### src/rtl/tx_port_scheduler.sv
// tx_port_scheduler: arbitrates the SOF, send-packet and direct-control requesters onto one TX port,
// with a hold limit, post-release idle gap and a lockout for requesters that hit the limit.
module tx_port_scheduler #(
  parameter int HOLD_MAX   = 255,
  parameter int GAP_CYCLES = 2
) (
  input  logic       clk,
  input  logic       rst,
  input  logic       sofReq,
  input  logic       sendPacketReq,
  input  logic       directCntlReq,
  input  logic       sofWEn,
  input  logic       sendPacketWEn,
  input  logic       directCntlWEn,
  input  logic [7:0] sofData,
  input  logic [7:0] sendPacketData,
  input  logic [7:0] directCntlData,
  input  logic [7:0] sofCntl,
  input  logic [7:0] sendPacketCntl,
  input  logic [7:0] directCntlCntl,
  output logic       sofGnt,
  output logic       sendPacketGnt,
  output logic       directCntlGnt,
  input  logic       txPortRdyIn,
  output logic       txPortRdyOut,
  output logic       txPortWEnable,
  output logic [7:0] txPortData,
  output logic [7:0] txPortCntl,
  output logic       timeoutErr,
  output logic       busy
);
  typedef enum logic [2:0] {IDLE, GNT_SOF, GNT_SP, GNT_DC, GAP} state_t;
  state_t state, nextState;
  logic [15:0] holdCnt;
  logic [3:0] gapCnt;
  logic [2:0] req, elig, lock, gnt, nextGnt;
  logic rrLastDc, curReq, timeout;
  assign req = {directCntlReq, sendPacketReq, sofReq};
  assign elig = req & ~lock;
  assign curReq = |(req & gnt);
  always_comb begin
    nextState = state;
    timeout = 1'b0;
    case (state)
      IDLE: nextState = elig[0] ? GNT_SOF :
                        (elig[1] && elig[2]) ? (rrLastDc ? GNT_SP : GNT_DC) :
                        elig[1] ? GNT_SP :
                        elig[2] ? GNT_DC : IDLE;
      GNT_SOF, GNT_SP, GNT_DC:
        if (!curReq || holdCnt == 16'(HOLD_MAX - 1)) begin
          timeout = curReq;
          nextState = (GAP_CYCLES == 0) ? IDLE : GAP;
        end
      GAP: nextState = (gapCnt == 4'(GAP_CYCLES - 1)) ? IDLE : GAP;
      default: nextState = IDLE;
    endcase
    nextGnt = {nextState == GNT_DC, nextState == GNT_SP, nextState == GNT_SOF};
  end
  always_ff @(posedge clk) begin
    if (!rst) begin
      state <= IDLE;
      gnt <= '0;
      holdCnt <= '0;
      gapCnt <= '0;
      lock <= '0;
      rrLastDc <= 1'b1;
      timeoutErr <= 1'b0;
    end else begin
      state <= nextState;
      gnt <= nextGnt;
      timeoutErr <= timeout;
      holdCnt <= |gnt ? holdCnt + 16'd1 : '0;
      gapCnt <= (state == GAP) ? gapCnt + 4'd1 : '0;
      // a requester that times out stays locked until it lowers its request
      lock <= (lock | (timeout ? gnt : 3'b000)) & req;
      rrLastDc <= nextGnt[2] | (rrLastDc & ~nextGnt[1]);
    end
  end
  assign {directCntlGnt, sendPacketGnt, sofGnt} = gnt;
  assign busy = state != IDLE;
  assign txPortRdyOut = txPortRdyIn;
  assign txPortWEnable = |(gnt & {directCntlWEn, sendPacketWEn, sofWEn});
  assign txPortData = ({8{gnt[0]}} & sofData) | ({8{gnt[1]}} & sendPacketData) |
                      ({8{gnt[2]}} & directCntlData);
  assign txPortCntl = ({8{gnt[0]}} & sofCntl) | ({8{gnt[1]}} & sendPacketCntl) |
                      ({8{gnt[2]}} & directCntlCntl);
endmodule

### config.mk
export PLATFORM = sky130hd
export DESIGN_NAME = tx_port_scheduler
export DESIGN_NICKNAME = d
export VERILOG_FILES = /design/src/rtl/tx_port_scheduler.sv
export SDC_FILE = /design/constraint.sdc
export NUM_CORES = 1
export LEC_CHECK = 0
export CORE_AREA = 2 2 69 65
export DETAILED_ROUTE_END_ITERATION = 10
export DIE_AREA = 0 0 71 67
export GPL_TIMING_DRIVEN = 0
export HOLD_SLACK_MARGIN = 0.1
export PLACE_DENSITY = 0.85
export SYNTH_ARGS = -nofsm -noshare
export SYNTH_HDL_FRONTEND = slang
export SYNTH_SLANG_ARGS = --single-unit
### constraint.sdc
create_clock -name clk -period 4 [get_ports clk]
set_input_delay 1.2 -clock clk [delete_from_list [all_inputs] [get_ports clk]]
set_output_delay 1.2 -clock clk [all_outputs]
set_load 0.01 [all_outputs]
==> impl_results.md <==
* CTS hold repair buffers at 0
* Post-Syn Nets at 244
* IO Pins at 80
* # DRC at 0
* RSZ-0062 raised after global routing: false
* CTS root buffer: clkbuf_8
* DRT antenna net count at 0
* Syn avg cell area at 8.731 um2
* PostCTS Resize Cnt at 0
* Cells after Synth at 183
* Power Dens Cells at 332.1 mW/mm2
* Top cells by area, synth: dfxtp_1 (39%), a222oi_1 (11%), inv_1 (5.2%), xor2_1 (4.9%), nor2_1 (4.7%)
* Seq/Total Area, Yosys at 0.3884
* Crit. End Element: output pin
* Nature of the critical path startpoint: input port
* DRT iter0 DRCs at 230
* Vias in the first global route at 1564
* Final worst path period need at 3.739 ns
* Final setup viols at 0
* Cts bufs inserted at 5
* Crit path DAT at 2.54 ns
* Cell family with most CP delay: buffers and inverters
* Max Cap Violations at 0
* Slew margin rel. at 0.4703
* Row cnt at 22
* Critical Path RT at 2.80 ns
* Post-synth EDFFs at 0
* Vias per inst at 5.468
* First-pass detailed-route iteration total at 9
* Clk buf depth at 2
* Most used cell, CP: clkdlybuf4s50_1
* Area leader, netlist: dfxtp_1
* CTS H-tree depth at 2
* Top FF cell, synth: dfxtp_1
* CTS tree: built
* R2R Path End: holdCnt[8]$_SDFF_PN0_
* Endpoints failing hold at 0
* Initial antenna violation count at 0
* Synth warnings at 0
* Worst path max stage delay at 0.50 ns
* Status: completed
* Critical path depth at 4
* Clock Skews at 0.005085 ns
* Final Wtd Congestion at 0.8056
* Die footprint at 0.004757 mm2
* Async SR Flop Fraction at 0
* Reg2Reg Setup Slack at 2.06 ns
* Leakage at 0.9826 nW
* Final wirelength at 4.904 mm
* Buf+Inv Stages, Crit Path at 3
* R2R cell count at 4
* Synth unique cells at 39
* Synth cell count leaders: dfxtp_1 (31), inv_1 (22), nor2_1 (20)
* Post-DR wirelength/cell at 15.52 um
* Cell with the most instances after synthesis: dfxtp_1
* WS Path Type: input port to output pin
* VDD IR-drop max at 0.2057 mV
* GR Overflow Total at 0
* Clk sinks at 31
* Global-route wire length before repair at 7.376 mm
* CP startpoint: sofData[2]
* Fin Hold WS at 0.4556 ns
* Clock-pin slew on the worst setup and hold paths at 0.06 ns
* Via Count at 1728
* Top cell type's share of synthesized area at 0.3884
* Number of fill cells at 338
* Final HPWL DP at 3.867 mm
* Synth Register Bits at 31
* Die H at 67 um
* Post-CTS Setup Bufs at 0
* Total GRT Usage at 0.1985
* Slowest-stage cell, CP: clkdlybuf4s50_1
* Peak Freq at 0.2675 GHz
* Reg2reg start: gnt[0]$_SDFF_PN0_
* # port buffers at 77
* Clock Latency Late Sink at 0.28 ns
* Share of cells above drive strength 1 at 0.06343
* Total negative slack at 0 ns
* Die Width at 71 um
* Final net count at 328
* Core area at 0.003991 mm2
* Layout area overhead at 57.32%
* Period utilisation layout at 0.9347
* Largest net degree at the start of global routing at 11
* Slew Limit Fails at 0
* Post-Syn Area at 0.001598 mm2
* Hold Path Class: register to register
* Least-Margin Pin Slew at 0.7878 ns
* Ant diodes at 0
* Starting Density at 0.4003
* CP endpoint: txPortData[2]
* CP Max Fanout at 1
* Crit-path cells: clkdlybuf4s50_1, a222oi_1, inv_1, clkdlybuf4s50_1
## layout by cell type (no fill, tap or decap), drive strengths merged, types with 6 or more instances in the layout
cell / Yosys / final
nand4: 6 / 6
inv: 22 / 22
nor2: 20 / 20
nand3: 8 / 8
a21oi: 7 / 7
xor2: 9 / 9
clkdlybuf4s50: 0 / 77
clkbuf: 8 / 14
dfxtp: 31 / 31
a222oi: 18 / 18
## report_power, final
part           total [mW]  leakage [nW]  internal, mW  switching, mW
Clock               0.236        0.0412         0.121          0.115
Sequential          0.334         0.251         0.322         0.0120
Combinational       0.264         0.691         0.151          0.113
Total               0.835         0.983         0.595          0.240
## final cells by class
class	count	area, um2	area share
plain buffers	10	50.05	0.01991
multi-input cells	120	844.6	0.3360
clock buffers	6	72.57	0.02887
well taps	48	60.06	0.02389
inverters	22	82.58	0.03285
repair buffers	77	770.7	0.3066
flip-flops and latches	31	620.6	0.2469
clock inverters	2	12.51	0.004978
## metal layers
layer / vias up / GRT usage / part of all wire
li1: 846 / - / -
met1: 809 / 0.2656 / 0.43
met2: 63 / 0.3259 / 0.51
met3: 10 / 0.03631 / 0.052
met4: 0 / 0.05896 / 0.012
met5: - / 0 / 0
## kinds of logic after synthesis
family	synth area share
XOR/XNOR	0.06578
adder cells (fa/ha/maj)	0.03132
buffers and inverters	0.08301
AO/OA/AOI/OAI	0.2107
AND/OR/NAND/NOR	0.2208
flip-flops	0.3884
## worst min path at each step
stage,startpoint,end,slack (ns),depth (start not counted)
after floorplan,holdCnt[0]$_SDFF_PN0_,holdCnt[0]$_SDFF_PN0_,0.43,1
after global placement,holdCnt[0]$_SDFF_PN0_,holdCnt[0]$_SDFF_PN0_,0.44,1
after detailed placement,holdCnt[0]$_SDFF_PN0_,holdCnt[0]$_SDFF_PN0_,0.44,1
after CTS,holdCnt[0]$_SDFF_PN0_,holdCnt[0]$_SDFF_PN0_,0.46,1
after global routing,gapCnt[0]$_SDFF_PN0_,gapCnt[0]$_SDFF_PN0_,0.49,1
final,holdCnt[0]$_SDFF_PN0_,holdCnt[0]$_SDFF_PN0_,0.46,1
## state kept, by name, summed over array words and instances, names as in the netlist
| name | count |
|---|---|
| timeoutErr | 1 |
| holdCnt | 16 |
| gnt | 3 |
| lock | 3 |
| gapCnt | 4 |
| state | 3 |
| rrLastDc | 1 |
## per-stage QoR
step / worst slack, ns / utilization / power (mW) / instance area [um2] / instances
floorplan: 1.190 / - / 0.4519 / 1598 / 183
global placement: 0.2878 / 0.6085 / 0.5986 / 2429 / 308
detailed placement: 0.2882 / 0.6085 / 0.6033 / 2429 / 308
CTS: 0.2816 / 0.6298 / 0.8359 / 2514 / 316
global route: 0.1582 / 0.6298 / 0.8796 / 2514 / 316
finish: 0.2611 / 0.6298 / 0.8348 / 2514 / 316
(Power assumes the default switching activity.)
